$ cat src/rtl/mux_pkg.sv
// rtl/mux_pkg.sv - shared select encoding and defaults for the 4-channel mux/demux pair
package mux_pkg;
    localparam int NCH = 4;

    localparam logic [1:0] SEL_CH0 = 2'b00;
    localparam logic [1:0] SEL_CH1 = 2'b01;
    localparam logic [1:0] SEL_CH2 = 2'b10;
    localparam logic [1:0] SEL_CH3 = 2'b11;

    localparam logic [7:0] IDLE_DEFAULT = 8'h0F;
endpackage

$ cat src/rtl/rr_arb4.sv
// rtl/rr_arb4.sv - combinational 4-way round-robin arbiter starting after the last grant
module rr_arb4
    import mux_pkg::*;
(
    input  logic [NCH-1:0] req,
    input  logic [1:0]     last,
    input  logic           en,
    output logic [NCH-1:0] gnt,
    output logic [1:0]     gnt_idx
);
    logic       found;
    logic [1:0] idx;

    always_comb begin
        gnt     = '0;
        gnt_idx = SEL_CH0;
        found   = 1'b0;
        idx     = last;
        // Two-bit index wraps naturally, so last+1..last+4 visits every channel once.
        for (int i = 1; i <= NCH; i++) begin
            idx = last + 2'(i);
            if (!found && req[idx]) begin
                found   = 1'b1;
                gnt_idx = idx;
            end
        end
        if (found && en) begin
            gnt[gnt_idx] = 1'b1;
        end
    end
endmodule

$ cat src/rtl/mux4_1_rr.sv
// rtl/mux4_1_rr.sv - 4:1 round-robin merging mux with registered output; MUX4_1_RR_GRANT_CNT_EN adds per-channel grant counters
module mux4_1_rr
    import mux_pkg::*;
#(
    parameter int         width = 8,
    parameter logic [7:0] IDLE  = IDLE_DEFAULT
) (
    input  logic             clk,
    input  logic             rst,
    input  logic [width-1:0] D0,
    input  logic [width-1:0] D1,
    input  logic [width-1:0] D2,
    input  logic [width-1:0] D3,
    input  logic             v0,
    input  logic             v1,
    input  logic             v2,
    input  logic             v3,
    output logic             r0,
    output logic             r1,
    output logic             r2,
    output logic             r3,
    output logic [width-1:0] Y,
    output logic             Y_valid,
    input  logic             Y_ready,
    output logic             s1,
    output logic             s0
`ifdef MUX4_1_RR_GRANT_CNT_EN
    ,
    output logic [15:0]      cnt0,
    output logic [15:0]      cnt1,
    output logic [15:0]      cnt2,
    output logic [15:0]      cnt3
`endif
);
    localparam logic [width-1:0] IDLE_W = width'(IDLE);

    logic [width-1:0] y_q, y_d;
    logic             y_valid_q, y_valid_d;
    logic [1:0]       sel_q, sel_d;
    logic [1:0]       last_q, last_d;

    logic [width-1:0] d_arr [NCH];
    logic [NCH-1:0]   req, gnt;
    logic [1:0]       gnt_idx;
    logic             load, xfer;

    assign d_arr[0] = D0;
    assign d_arr[1] = D1;
    assign d_arr[2] = D2;
    assign d_arr[3] = D3;
    assign req      = {v3, v2, v1, v0};

    // Ready is suppressed during reset so no beat is lost into a register being cleared.
    assign load = (!y_valid_q || Y_ready) && !rst;

    rr_arb4 u_arb (
        .req     (req),
        .last    (last_q),
        .en      (load),
        .gnt     (gnt),
        .gnt_idx (gnt_idx)
    );

    assign {r3, r2, r1, r0} = gnt;
    assign xfer             = |gnt;

    always_comb begin
        y_d       = y_q;
        y_valid_d = y_valid_q;
        sel_d     = sel_q;
        last_d    = last_q;
        if (xfer) begin
            y_d       = d_arr[gnt_idx];
            y_valid_d = 1'b1;
            sel_d     = gnt_idx;
            last_d    = gnt_idx;
        end else if (y_valid_q && Y_ready) begin
            y_d       = IDLE_W;
            y_valid_d = 1'b0;
        end
    end

    always_ff @(posedge clk) begin
        if (rst) begin
            y_q       <= IDLE_W;
            y_valid_q <= 1'b0;
            sel_q     <= SEL_CH0;
            last_q    <= SEL_CH3;
        end else begin
            y_q       <= y_d;
            y_valid_q <= y_valid_d;
            sel_q     <= sel_d;
            last_q    <= last_d;
        end
    end

    assign Y        = y_q;
    assign Y_valid  = y_valid_q;
    assign {s1, s0} = sel_q;

`ifdef MUX4_1_RR_GRANT_CNT_EN
    logic [15:0] cnt_q [NCH];
    logic [15:0] cnt_d [NCH];

    always_comb begin
        for (int i = 0; i < NCH; i++) begin
            cnt_d[i] = cnt_q[i] + {15'd0, gnt[i]};
        end
    end

    always_ff @(posedge clk) begin
        for (int i = 0; i < NCH; i++) begin
            cnt_q[i] <= rst ? 16'd0 : cnt_d[i];
        end
    end

    assign cnt0 = cnt_q[0];
    assign cnt1 = cnt_q[1];
    assign cnt2 = cnt_q[2];
    assign cnt3 = cnt_q[3];
`endif
endmodule

$ cat config.mk
export PLATFORM = sky130hd
export DESIGN_NAME = mux4_1_rr
export DESIGN_NICKNAME = d
export VERILOG_FILES = /design/src/rtl/mux_pkg.sv /design/src/rtl/rr_arb4.sv /design/src/rtl/mux4_1_rr.sv
export SDC_FILE = /design/constraint.sdc
export NUM_CORES = 1
export LEC_CHECK = 0
export BUFFER_PORTS_ARGS = -buffer_cell sky130_fd_sc_hd__buf_4
export CAP_MARGIN = 20
export CORE_UTILIZATION = 40
export CTS_BUF_LIST = sky130_fd_sc_hd__clkbuf_4 sky130_fd_sc_hd__clkbuf_8 sky130_fd_sc_hd__clkbuf_16
export DETAILED_ROUTE_END_ITERATION = 12
export PLACE_DENSITY = 0.77
export SKIP_LAST_GASP = 1
export SLEW_MARGIN = 20
export SYNTH_ARGS = -nofsm -noshare
export SYNTH_HDL_FRONTEND = slang
export SYNTH_HIERARCHICAL = 1
export SYNTH_SLANG_ARGS = --single-unit
export TNS_END_PERCENT = 10
$ cat constraint.sdc
create_clock -name clk -period 2.6 [get_ports clk]
set_input_delay 0.13 -clock clk [delete_from_list [all_inputs] [get_ports clk]]
set_output_delay 0.13 -clock clk [all_outputs]
set_load 0.005 [all_outputs]
==> results of run 1 <==
-- routing by layer --
layer / up-vias / share of wire (%) / wire, um
met4: 0 / 0.55 / 11
met2: 47 / 50 / 1010
met5: - / 0 / 0
li1: 437 / - / -
met3: 2 / 7.4 / 148
met1: 411 / 42 / 838
-- worst min path at each step --
| stage | end | slack (ns) | cells after the start |
|---|---|---|---|
| after global routing | Y_valid$_SDFFE_PP0P_ | 0.13 | 2 |
| after detailed placement | sel_q[0]$_SDFFE_PP0P_ | 0.41 | 2 |
| after global placement | Y[4]$_SDFFE_PP0P_ | 0.41 | 2 |
| final | sel_q[0]$_SDFFE_PP0P_ | 0.13 | 2 |
| after CTS | sel_q[0]$_SDFFE_PP0P_ | 0.13 | 2 |
| after floorplan | Y[0]$_SDFFE_PP1P_ | 0.22 | 1 |
-- power by group through the flow --
stage | combinational (mW) | clock [mW] | sequential [mW]
2_1_floorplan | 0.436 | 0 | 0.349
3_3_place_gp | 0.663 | 0 | 0.349
3_5_place_dp | 0.670 | 0 | 0.356
4_1_cts | 0.672 | 0.133 | 0.353
5_1_grt | 0.736 | 0.141 | 0.361
6_report | 0.670 | 0.128 | 0.353
-- final cells by class --
cell class / count / area (um2) / share of cell area [%]
Clock buffer: 4 / 30.0 / 2.40
Tap cell: 25 / 31.3 / 2.50
Sequential cell: 13 / 260 / 20.8
Timing Repair Buffer: 56 / 420 / 33.5
Multi-Input combinational cell: 70 / 512 / 40.8
-- sequential cells by signal, indices dropped and copies added (netlist names) --
| register | flops |
|---|---|
| Y_valid | 1 |
| sel_q | 2 |
| Y | 8 |
| last_q | 2 |
-- logic make-up (layout without fill, tap and decap cells) --
logic type,count (synthesis),in the layout
DFF,13,13
buffers and inverters,5,60
AOI/OAI and AO/OA,21,21
muxes,9,9
and+or+nand+nor,40,40
-- cell usage in the layout (no fill, tap or decap) --
cell	synthesis	routed
sky130_fd_sc_hd__nor3_1	1	1
sky130_fd_sc_hd__mux2i_1	1	1
sky130_fd_sc_hd__nor2b_1	1	1
sky130_fd_sc_hd__clkbuf_4	0	4
sky130_fd_sc_hd__or3_1	1	1
sky130_fd_sc_hd__nand3b_1	2	2
sky130_fd_sc_hd__and3b_1	1	1
sky130_fd_sc_hd__nand2_1	12	12
sky130_fd_sc_hd__mux4_2	8	8
sky130_fd_sc_hd__or4_1	1	1
sky130_fd_sc_hd__buf_4	0	56
sky130_fd_sc_hd__a21oi_1	15	15
sky130_fd_sc_hd__nand3_1	5	5
sky130_fd_sc_hd__a211o_1	4	4
sky130_fd_sc_hd__a31oi_1	1	1
sky130_fd_sc_hd__nand2b_1	4	4
sky130_fd_sc_hd__dfxtp_1	13	13
sky130_fd_sc_hd__nor2_1	11	11
sky130_fd_sc_hd__nor4_2	1	1
sky130_fd_sc_hd__a21o_1	1	1
-- worst reg2reg max path, stage by stage, from the launching register on --
cell and delay (ns):
sky130_fd_sc_hd__dfxtp_1 0.43, sky130_fd_sc_hd__mux2i_1 0.21, sky130_fd_sc_hd__nor2_1 0.07, sky130_fd_sc_hd__nor3_1 0.31
sky130_fd_sc_hd__nor2_1 0.15, sky130_fd_sc_hd__or4_1 0.78, sky130_fd_sc_hd__a211o_1 0.34
-- metrics by stage --
| step | hold WS, ns | utilization [%] | power [mW] | std cells | worst slack, ns |
|---|---|---|---|---|---|
| after detailed placement | 0.411 | 67.9 | 1.03 | 164 | 0.223 |
| final | 0.132 | 69.6 | 1.15 | 168 | 0.204 |
| after global routing | 0.130 | 69.6 | 1.24 | 168 | 0.0385 |
| after floorplan | 0.224 | - | 0.785 | 88 | 0.440 |
| after CTS | 0.125 | 69.6 | 1.16 | 168 | 0.220 |
| after global placement | 0.409 | 67.9 | 1.01 | 164 | 0.335 |
==> run metrics, run 1 <==
Worst-Skew Late Latency=between 0.2 and 0.3 ns; Peak Freq=417 MHz; die area=2180 um2; global-route met1 utilization=24.9%; period utilisation layout=92.1%; highest-delay cell along the critical path=sky130_fd_sc_hd__or4_1; post-cts sizing count=0; logic depth of the worst register-to-register path=6; reg-to-reg slack, setup=0.20 ns; summed instance area of the synthesized netlist=801 um2; average detailed-routed wire length per instance=between 10 and 15 um; flops & latches, synth=13; number of nets in the synthesized netlist=around 130; RSZ-0062 raised after global routing=no; antenna cell count=0; leading cell types by total area after synthesis=sky130_fd_sc_hd__dfxtp_1 (33%), sky130_fd_sc_hd__mux4_2 (22%), sky130_fd_sc_hd__a21oi_1 (9.4%), sky130_fd_sc_hd__nand2_1 (5.6%), sky130_fd_sc_hd__nor2_1 (5.2%); endpoint kind of the worst setup timing path=flop; Reg power frac=30.7%; nets@finish=between 150 and 200; horizontal extent of the die=around 47 um; total count of max-transition violations in the final report=0; Slew Limit Headroom=a little under three quarters; hold_sp=rst; Bufs and invs on worst path=0; Worst-path clk slew=0.07 ns; ys async rst share=0%; share of cells above drive strength 1=48.3%; logic gate share of total power=about three fifths; number of flops mapped to enable cells by yosys=0; sequential fraction of the synthesis area=32.5%; CP Data Arrival Time=between 2 and 3 ns; Synth area leader=sky130_fd_sc_hd__dfxtp_1; overall via count from detail_route=897; H-tree Lvls=1; cell-by-cell trace of the critical path=mux2i_1 -> nor2_1 -> nor3_1 -> nor2_1 -> or4_1 -> a211o_1; initial core utilization=between 40% and 50%; total core area=around 1800 um2; pin count of the biggest net entering global routing=15; post-synthesis xor/xnor area fraction=0%; io pins=54; Filler Cells Inserted=between 150 and 200; clock buffer depth=2; area after detailed placement=1220 um2; transition time at the pin with the least slew margin=0.435 ns; number of antenna violations at the first check in global routing=0; crit-path most repeated cell=sky130_fd_sc_hd__nor2_1; adder-cell share of the synthesized area=0%; most frequently used cell type in the post-synthesis netlist=sky130_fd_sc_hd__a21oi_1; Req. time, crit path=2.76 ns; final worst clock skew=approximately 0.0025 ns; global-route wire length before repair=3.08 mm; final setup violation count=0; Area Overhead vs Synth=56.6%; crit-path max FO=14; beginning of the worst register-to-register path=last_q[1]$_SDFFE_PP1P_; vias in the first global route=around 790; Sinks on Clock Net=13; count of warnings emitted by yosys=6; clock share of power=11.1%; destination of the worst register-to-register timing path=Y[1]$_SDFFE_PP1P_; standard-cell rows=15; count of buffers added by post-CTS timing repair for setup=0; met3 Use GR=approximately 3.8%; biggest cell delay along the critical path=between 0.7 and 0.8 ns; CTS Buf Count=3; overall die height=46.7 um; clock tree from TritonCTS=yes; Critical Path Source=last_q[1]$_SDFFE_PP1P_; most used standard cells in the synthesized netlist=sky130_fd_sc_hd__a21oi_1 (15), sky130_fd_sc_hd__dfxtp_1 (13), sky130_fd_sc_hd__nand2_1 (12); switching share of power=36.6%; DRC violation count after routing=0; number of logic stages on the critical path including buffering=6; Leakage Power=0.575 nW; synthesized-area fraction occupied by ao, oa, aoi and oai cells=15.5%; number of DRC markers in iteration 0=4; total global-route track usage=between 10% and 20%; hold_buf cts=0; first-pass iteration count of the detailed router=4; power density of the placed cells=918 nW/um2; prevailing post-synth register cell=sky130_fd_sc_hd__dfxtp_1; Synth top area share=32.5%; HPWL after detailed placement=between 1.5 and 2 mm; global routing met2 resource utilization=about a third; setup TNS=0 ns; mean number of vias per cell=5.34; type of element launching the critical path=flop; run status=completed; endpoints failing hold=0; Final Cell Area=1250 um2; Worst Setup EP=Y[1]$_SDFFE_PP1P_; area fraction in and, or, nand and nor cells after synthesis=24.7%; most crowded layer after global routing=met2; final wirelength=2.00 mm; total global routing overflow=0; post-synthesis mux area share=between 20% and 30%; category of cells accounting for the largest share of critical-path delay=simple AND/OR/NAND/NOR gates; cell at the root of the clock tree=sky130_fd_sc_hd__clkbuf_4; RePlAce Congestion=0.792; count of input and output buffers=53; Peak supply drop=~0.42 mV; P_sw=422 uW; type of the most critical hold path=in -> reg; average cell area after synthesis=9.10 um2; dominant combinational cell family by area after synthesis=simple AND/OR/NAND/NOR gates; internal power=around 730 uW; count of unique library cells instantiated by Yosys=22; classification of the worst setup path=reg -> reg; Max Cap Violations=0; minimum clock period after layout=approximately 2.4 ns; number of standard cells after synthesis=88; Antenna Nets Post-Route=0
Power figures use the tool's default switching activity.
==> inputs of run 2 (changes only) <==
REMOVE_ABC_BUFFERS = 1   (was not set)
==> run metrics, run 2 (same netlist as run 1, synthesis figures left out) <==
CTS Buf Count=3 (unchanged); category of cells accounting for the largest share of critical-path delay=simple AND/OR/NAND/NOR gates; share of cells above drive strength 1=48.6% (+0.36 points); leading cell type in the layout, fill and taps excluded=sky130_fd_sc_hd__buf_4; count of input and output buffers=53 (unchanged); Sinks on Clock Net=13 (unchanged); max reg flops=8 (unchanged); number of logic stages on the critical path including buffering=6 (unchanged); post-cts sizing count=0 (unchanged); Critical Path Source=last_q[1]$_SDFFE_PP1P_; DRC violation count after routing=0 (unchanged); antenna cell count=0 (unchanged); highest-delay cell along the critical path=sky130_fd_sc_hd__or4_1; mean number of vias per cell=5.44 (+2.0%); average detailed-routed wire length per instance=13.4 um (+12%); total global-route track usage=20.3% (+1.1 points); biggest cell delay along the critical path=0.78 ns (about the same); clock tree from TritonCTS=yes; type of the most critical hold path=in -> reg; Leakage Power=0.580 nW (+0.87%); count of buffers added by post-CTS timing repair for setup=0 (unchanged); Slew Limit Headroom=71.6% (+0.59 points); nets@finish=184 (+0.55%); total global routing overflow=0 (unchanged); vias in the first global route=805 (+1.5%); io pins=54 (unchanged); power density of the placed cells=937 nW/um2 (+2.0%); classification of the worst setup path=reg -> reg; most frequent cells in the layout=sky130_fd_sc_hd__buf_4 (57), sky130_fd_sc_hd__a21oi_1 (15), sky130_fd_sc_hd__dfxtp_1 (13); RePlAce Congestion=0.818 (+3.4%); standard-cell rows=15 (unchanged); area after detailed placement=1230 um2 (+0.61%); HPWL after detailed placement=1.79 mm (+8.6%); Req. time, crit path=2.77 ns (about the same); Worst Setup EP=Y[0]$_SDFFE_PP1P_; Final Cell Area=1260 um2 (+0.60%); Area Overhead vs Synth=57.5%; type of element launching the critical path=flop; Peak Freq=406 MHz (-2.8%); Worst-Skew Late Latency=0.27 ns (about the same); number of DRC markers in iteration 0=28 (+24); pin count of the biggest net entering global routing=15 (unchanged); Max Cap Violations=0 (unchanged); crit-path most repeated cell=sky130_fd_sc_hd__nor2_1; beginning of the worst register-to-register path=last_q[1]$_SDFFE_PP1P_; cell-by-cell trace of the critical path=mux2i_1 -> nor2_1 -> nor3_1 -> nor2_1 -> or4_1 -> a211o_1; endpoint kind of the worst setup timing path=flop; crit-path max FO=14 (unchanged); Bufs and invs on worst path=0 (unchanged); final worst clock skew=0.000385 ns (-0.00207 ns); clock buffer depth=2 (unchanged); overall die height=46.7 um (unchanged); reg-to-reg slack, setup=0.13 ns (-0.07 ns); global-route wire length before repair=3.15 mm (+2.5%); minimum clock period after layout=2.47 ns (+0.0698 ns); CP Data Arrival Time=2.63 ns (+0.08 ns); endpoints failing hold=0 (unchanged); initial core utilization=44.4% (unchanged); Worst-path clk slew=0.08 ns (about the same); horizontal extent of the die=46.7 um (unchanged); transition time at the pin with the least slew margin=0.426 ns (-0.00887 ns); RSZ-0062 raised after global routing=no; Antenna Nets Post-Route=0 (unchanged); run status=completed; first-pass iteration count of the detailed router=4 (unchanged); final wirelength=2.26 mm (+13%); cell at the root of the clock tree=sky130_fd_sc_hd__clkbuf_4; total core area=1800 um2 (unchanged); logic depth of the worst register-to-register path=6 (unchanged); die area=2180 um2 (unchanged); final setup violation count=0 (unchanged); Peak supply drop=0.615 mV (+45%); overall via count from detail_route=920 (+2.6%); H-tree Lvls=1 (unchanged); period utilisation layout=94.8% (+2.7 points); hold_buf cts=0 (unchanged); number of antenna violations at the first check in global routing=0 (unchanged); total count of max-transition violations in the final report=0 (unchanged); destination of the worst register-to-register timing path=Y[0]$_SDFFE_PP1P_; setup TNS=0 ns (unchanged)
run 2: routing by layer:
metal	up-vias	share of wire (%)	routed length (um)	global-route usage (%)
li1	440	-	-	-
met1	423	39	888	25.7
met2	51	51	1150	35.0
met3	6	7.6	171	1.54
met4	0	2.2	50	9.71
met5	-	0	0	0
run 2: area by class of cell:
| type | instances | area, um2 |
|---|---|---|
| flip-flops and latches | 13 | 260 |
| repair buffers | 57 | 428 |
| well taps | 25 | 31.3 |
| multi-input cells | 70 | 512 |
| fillers | 167 | 541 |
| clock buffers | 4 | 30.0 |
run 2: report_power, final:
part	internal, mW	switching [mW]	total [mW]
sequential	0.284	0.0646	0.349
clock	0.0698	0.0666	0.136
combinational	0.385	0.312	0.697
run 2: worst min-delay path by stage:
stage                     startpoint               endpoint  slack, ns  cells after the start
after floorplan                  rst      Y[4]$_SDFFE_PP0P_       0.20                      1
after global placement           rst  sel_q[0]$_SDFFE_PP0P_       0.41                      2
after detailed placement         rst      Y[7]$_SDFFE_PP0P_       0.42                      2
after CTS                        rst      Y[6]$_SDFFE_PP0P_       0.13                      2
after global routing             rst      Y[4]$_SDFFE_PP0P_       0.14                      2
final                            rst      Y[6]$_SDFFE_PP0P_       0.13                      2
run 2: stage by stage:
stage / util [%] / std cells / hold slack, ns / power [mW] / setup WS, ns
3_5_place_dp: 68.3 / 165 / 0.417 / 1.04 / 0.232
6_report: 70.0 / 169 / 0.127 / 1.18 / 0.134
3_3_place_gp: 68.3 / 165 / 0.414 / 1.03 / 0.326
4_1_cts: 70.0 / 169 / 0.126 / 1.18 / 0.208
2_1_floorplan: - / 83 / 0.199 / 0.745 / 0.131
5_1_grt: 70.0 / 169 / 0.137 / 1.26 / 0.0236
==> inputs of run 3 (changes only) <==
==> constraint.sdc (replaced) <==
create_clock -name clk -period 2.6 [get_ports clk]
set_input_delay 0.52 -clock clk [delete_from_list [all_inputs] [get_ports clk]]
set_output_delay 0.52 -clock clk [all_outputs]
set_load 0.005 [all_outputs]
==> run metrics, run 3 (same netlist as run 1, synthesis figures left out) <==
share of cells above drive strength 1=49.3% (+0.69 points); clock share of power=11.7% (+0.2 points); post-route non-filler standard cell count=169 (unchanged); clock tree from TritonCTS=yes; crit-path max FO=7 (-7); setup TNS=0 ns (unchanged); type of the most critical hold path=reg -> reg; Core Util, Final=70.2% (+0.21 points); final wirelength=2.28 mm (+0.93%); transition time at the pin with the least slew margin=0.383 ns (-0.0428 ns); Req. time, crit path=2.08 ns (-0.69 ns); count of buffers added by post-CTS timing repair for setup=0 (unchanged); crit-path most repeated cell=sky130_fd_sc_hd__nor2_1; Bufs and invs on worst path=1 (+1); total global-route track usage=23.2% (+2.9 points); most frequent cells in the layout=sky130_fd_sc_hd__buf_4 (57), sky130_fd_sc_hd__a21oi_1 (15), sky130_fd_sc_hd__dfxtp_1 (13); biggest cell delay along the critical path=0.45 ns (-0.33 ns); classification of the worst setup path=reg -> out; endpoints failing hold=0 (unchanged); tightest hold margin=0.457 ns (+0.330 ns); P_sw=448 uW (+1.0%); CP Data Arrival Time=1.78 ns (-0.85 ns); total count of max-transition violations in the final report=0 (unchanged); horizontal extent of the die=46.7 um (unchanged); RSZ-0062 raised after global routing=no; area after detailed placement=1230 um2 (unchanged); type of element launching the critical path=flop; overall die height=46.7 um (unchanged); Final Cell Area=1260 um2 (+0.30%); cell at the root of the clock tree=sky130_fd_sc_hd__clkbuf_4; DRC violation count after routing=0 (unchanged); H-tree Lvls=1 (unchanged); count of input and output buffers=53 (unchanged); pin count of the biggest net entering global routing=15 (unchanged); final setup slack of the worst path=0.298 ns (+0.164 ns); Max Cap Violations=0 (unchanged); Peak Freq=434 MHz (+7.1%); final worst clock skew=0.0166 ns (+0.0162 ns); antenna cell count=0 (unchanged); highest-delay cell along the critical path=sky130_fd_sc_hd__dfxtp_1; Reg power frac=29.5% (about the same); Worst-path clk slew=0.07 ns (about the same); initial core utilization=44.4% (unchanged); hold_buf cts=0 (unchanged); global-route wire length before repair=3.56 mm (+13%); mean number of vias per cell=5.43 (-0.33%); number of DRC markers in iteration 0=14 (-50%); pre-CTS setup slack=0.0463 ns (-0.186 ns); first-pass iteration count of the detailed router=4 (unchanged); RePlAce Congestion=0.870 (+6.3%); Leakage Power=0.580 nW (about the same); total power=1.19 mW (+1.1%); overall via count from detail_route=917 (-0.33%); endpoint kind of the worst setup timing path=primary output; standard-cell rows=15 (unchanged); number of antenna violations at the first check in global routing=0 (unchanged); switching share of power=37.5% (about the same); Slew Limit Headroom=74.3% (+2.7 points); logic gate share of total power=58.8% (-0.2 points); CTS Buf Count=3 (unchanged); cell-by-cell trace of the critical path=mux2i_1 -> nor2_1 -> or3_1 -> nor2_1 -> buf_4; clock buffer depth=2 (unchanged); io pins=54 (unchanged); total core area=1800 um2 (unchanged); power density of the placed cells=944 nW/um2 (+0.78%); max reg flops=8 (unchanged); Sinks on Clock Net=13 (unchanged); Peak supply drop=0.562 mV (-8.7%); Area Overhead vs Synth=58.0%; Antenna Nets Post-Route=0 (unchanged); category of cells accounting for the largest share of critical-path delay=simple AND/OR/NAND/NOR gates; minimum clock period after layout=2.30 ns (-0.164 ns); die area=2180 um2 (unchanged); HPWL after detailed placement=1.79 mm (about the same); Cells after DPL=165 (unchanged); period utilisation layout=88.5% (-6.3 points); internal power=747 uW (+1.1%); Worst-Skew Late Latency=0.29 ns (+0.02 ns); total global routing overflow=0 (unchanged); leading cell type in the layout, fill and taps excluded=sky130_fd_sc_hd__buf_4; average detailed-routed wire length per instance=13.5 um (+0.93%); final setup violation count=0 (unchanged); vias in the first global route=863 (+7.2%); nets@finish=184 (unchanged); run status=completed
==> run 3: cell counts in the layout (fill, tap and decap cells not counted) <==
Identical to the previous run, type by type.
==> run 3: tightest hold or removal path: cells and delay by family (launching register included) <==
family | cells | cell delay, ns
AOI/OAI and AO/OA | 1 | 0.05
DFF | 1 | 0.31
and+or+nand+nor | 1 | 0.05
==> run 3: final timing paths <==
kind	cells past startpoint	startpoint	slack [ns]	to
worst min-delay path	2	sel_q[1]$_SDFFE_PP0P_	0.46	sel_q[1]$_SDFFE_PP0P_
worst max-delay path	5	last_q[1]$_SDFFE_PP1P_	0.30	r2
worst min register to register	2	sel_q[1]$_SDFFE_PP0P_	0.46	sel_q[1]$_SDFFE_PP0P_
worst max register to register	6	last_q[1]$_SDFFE_PP1P_	0.32	Y[1]$_SDFFE_PP1P_
==> run 3: layer usage <==
layer	share of wire, %	GRT usage [%]	vias up
li1	-	-	437
met1	39	27.1	440
met2	55	42.5	36
met4	1.4	9.71	0
met3	3.9	3.08	4
met5	0	0	-
==> run 3: power by group through the flow <==
stage | clock [mW] | sequential, mW | combinational, mW
6_report | 0.140 | 0.352 | 0.703
5_1_grt | 0.149 | 0.363 | 0.773
4_1_cts | 0.139 | 0.351 | 0.693
3_5_place_dp | 0 | 0.356 | 0.691
3_3_place_gp | 0 | 0.351 | 0.672
2_1_floorplan | 0 | 0.349 | 0.396
==> run 3: layout make-up <==
type	instances	area [um2]
fillers	153	537
well taps	25	31.3
flip-flops and latches	13	260
repair buffers	57	428
multi-input cells	70	515
clock buffers	4	30.0
==> run 3: timing repair <==
item | CTS | global route
endpoints found under the hold margin | 0 | 0
setup endpoints to repair | 0 | 5
resized for setup | 0 | 1
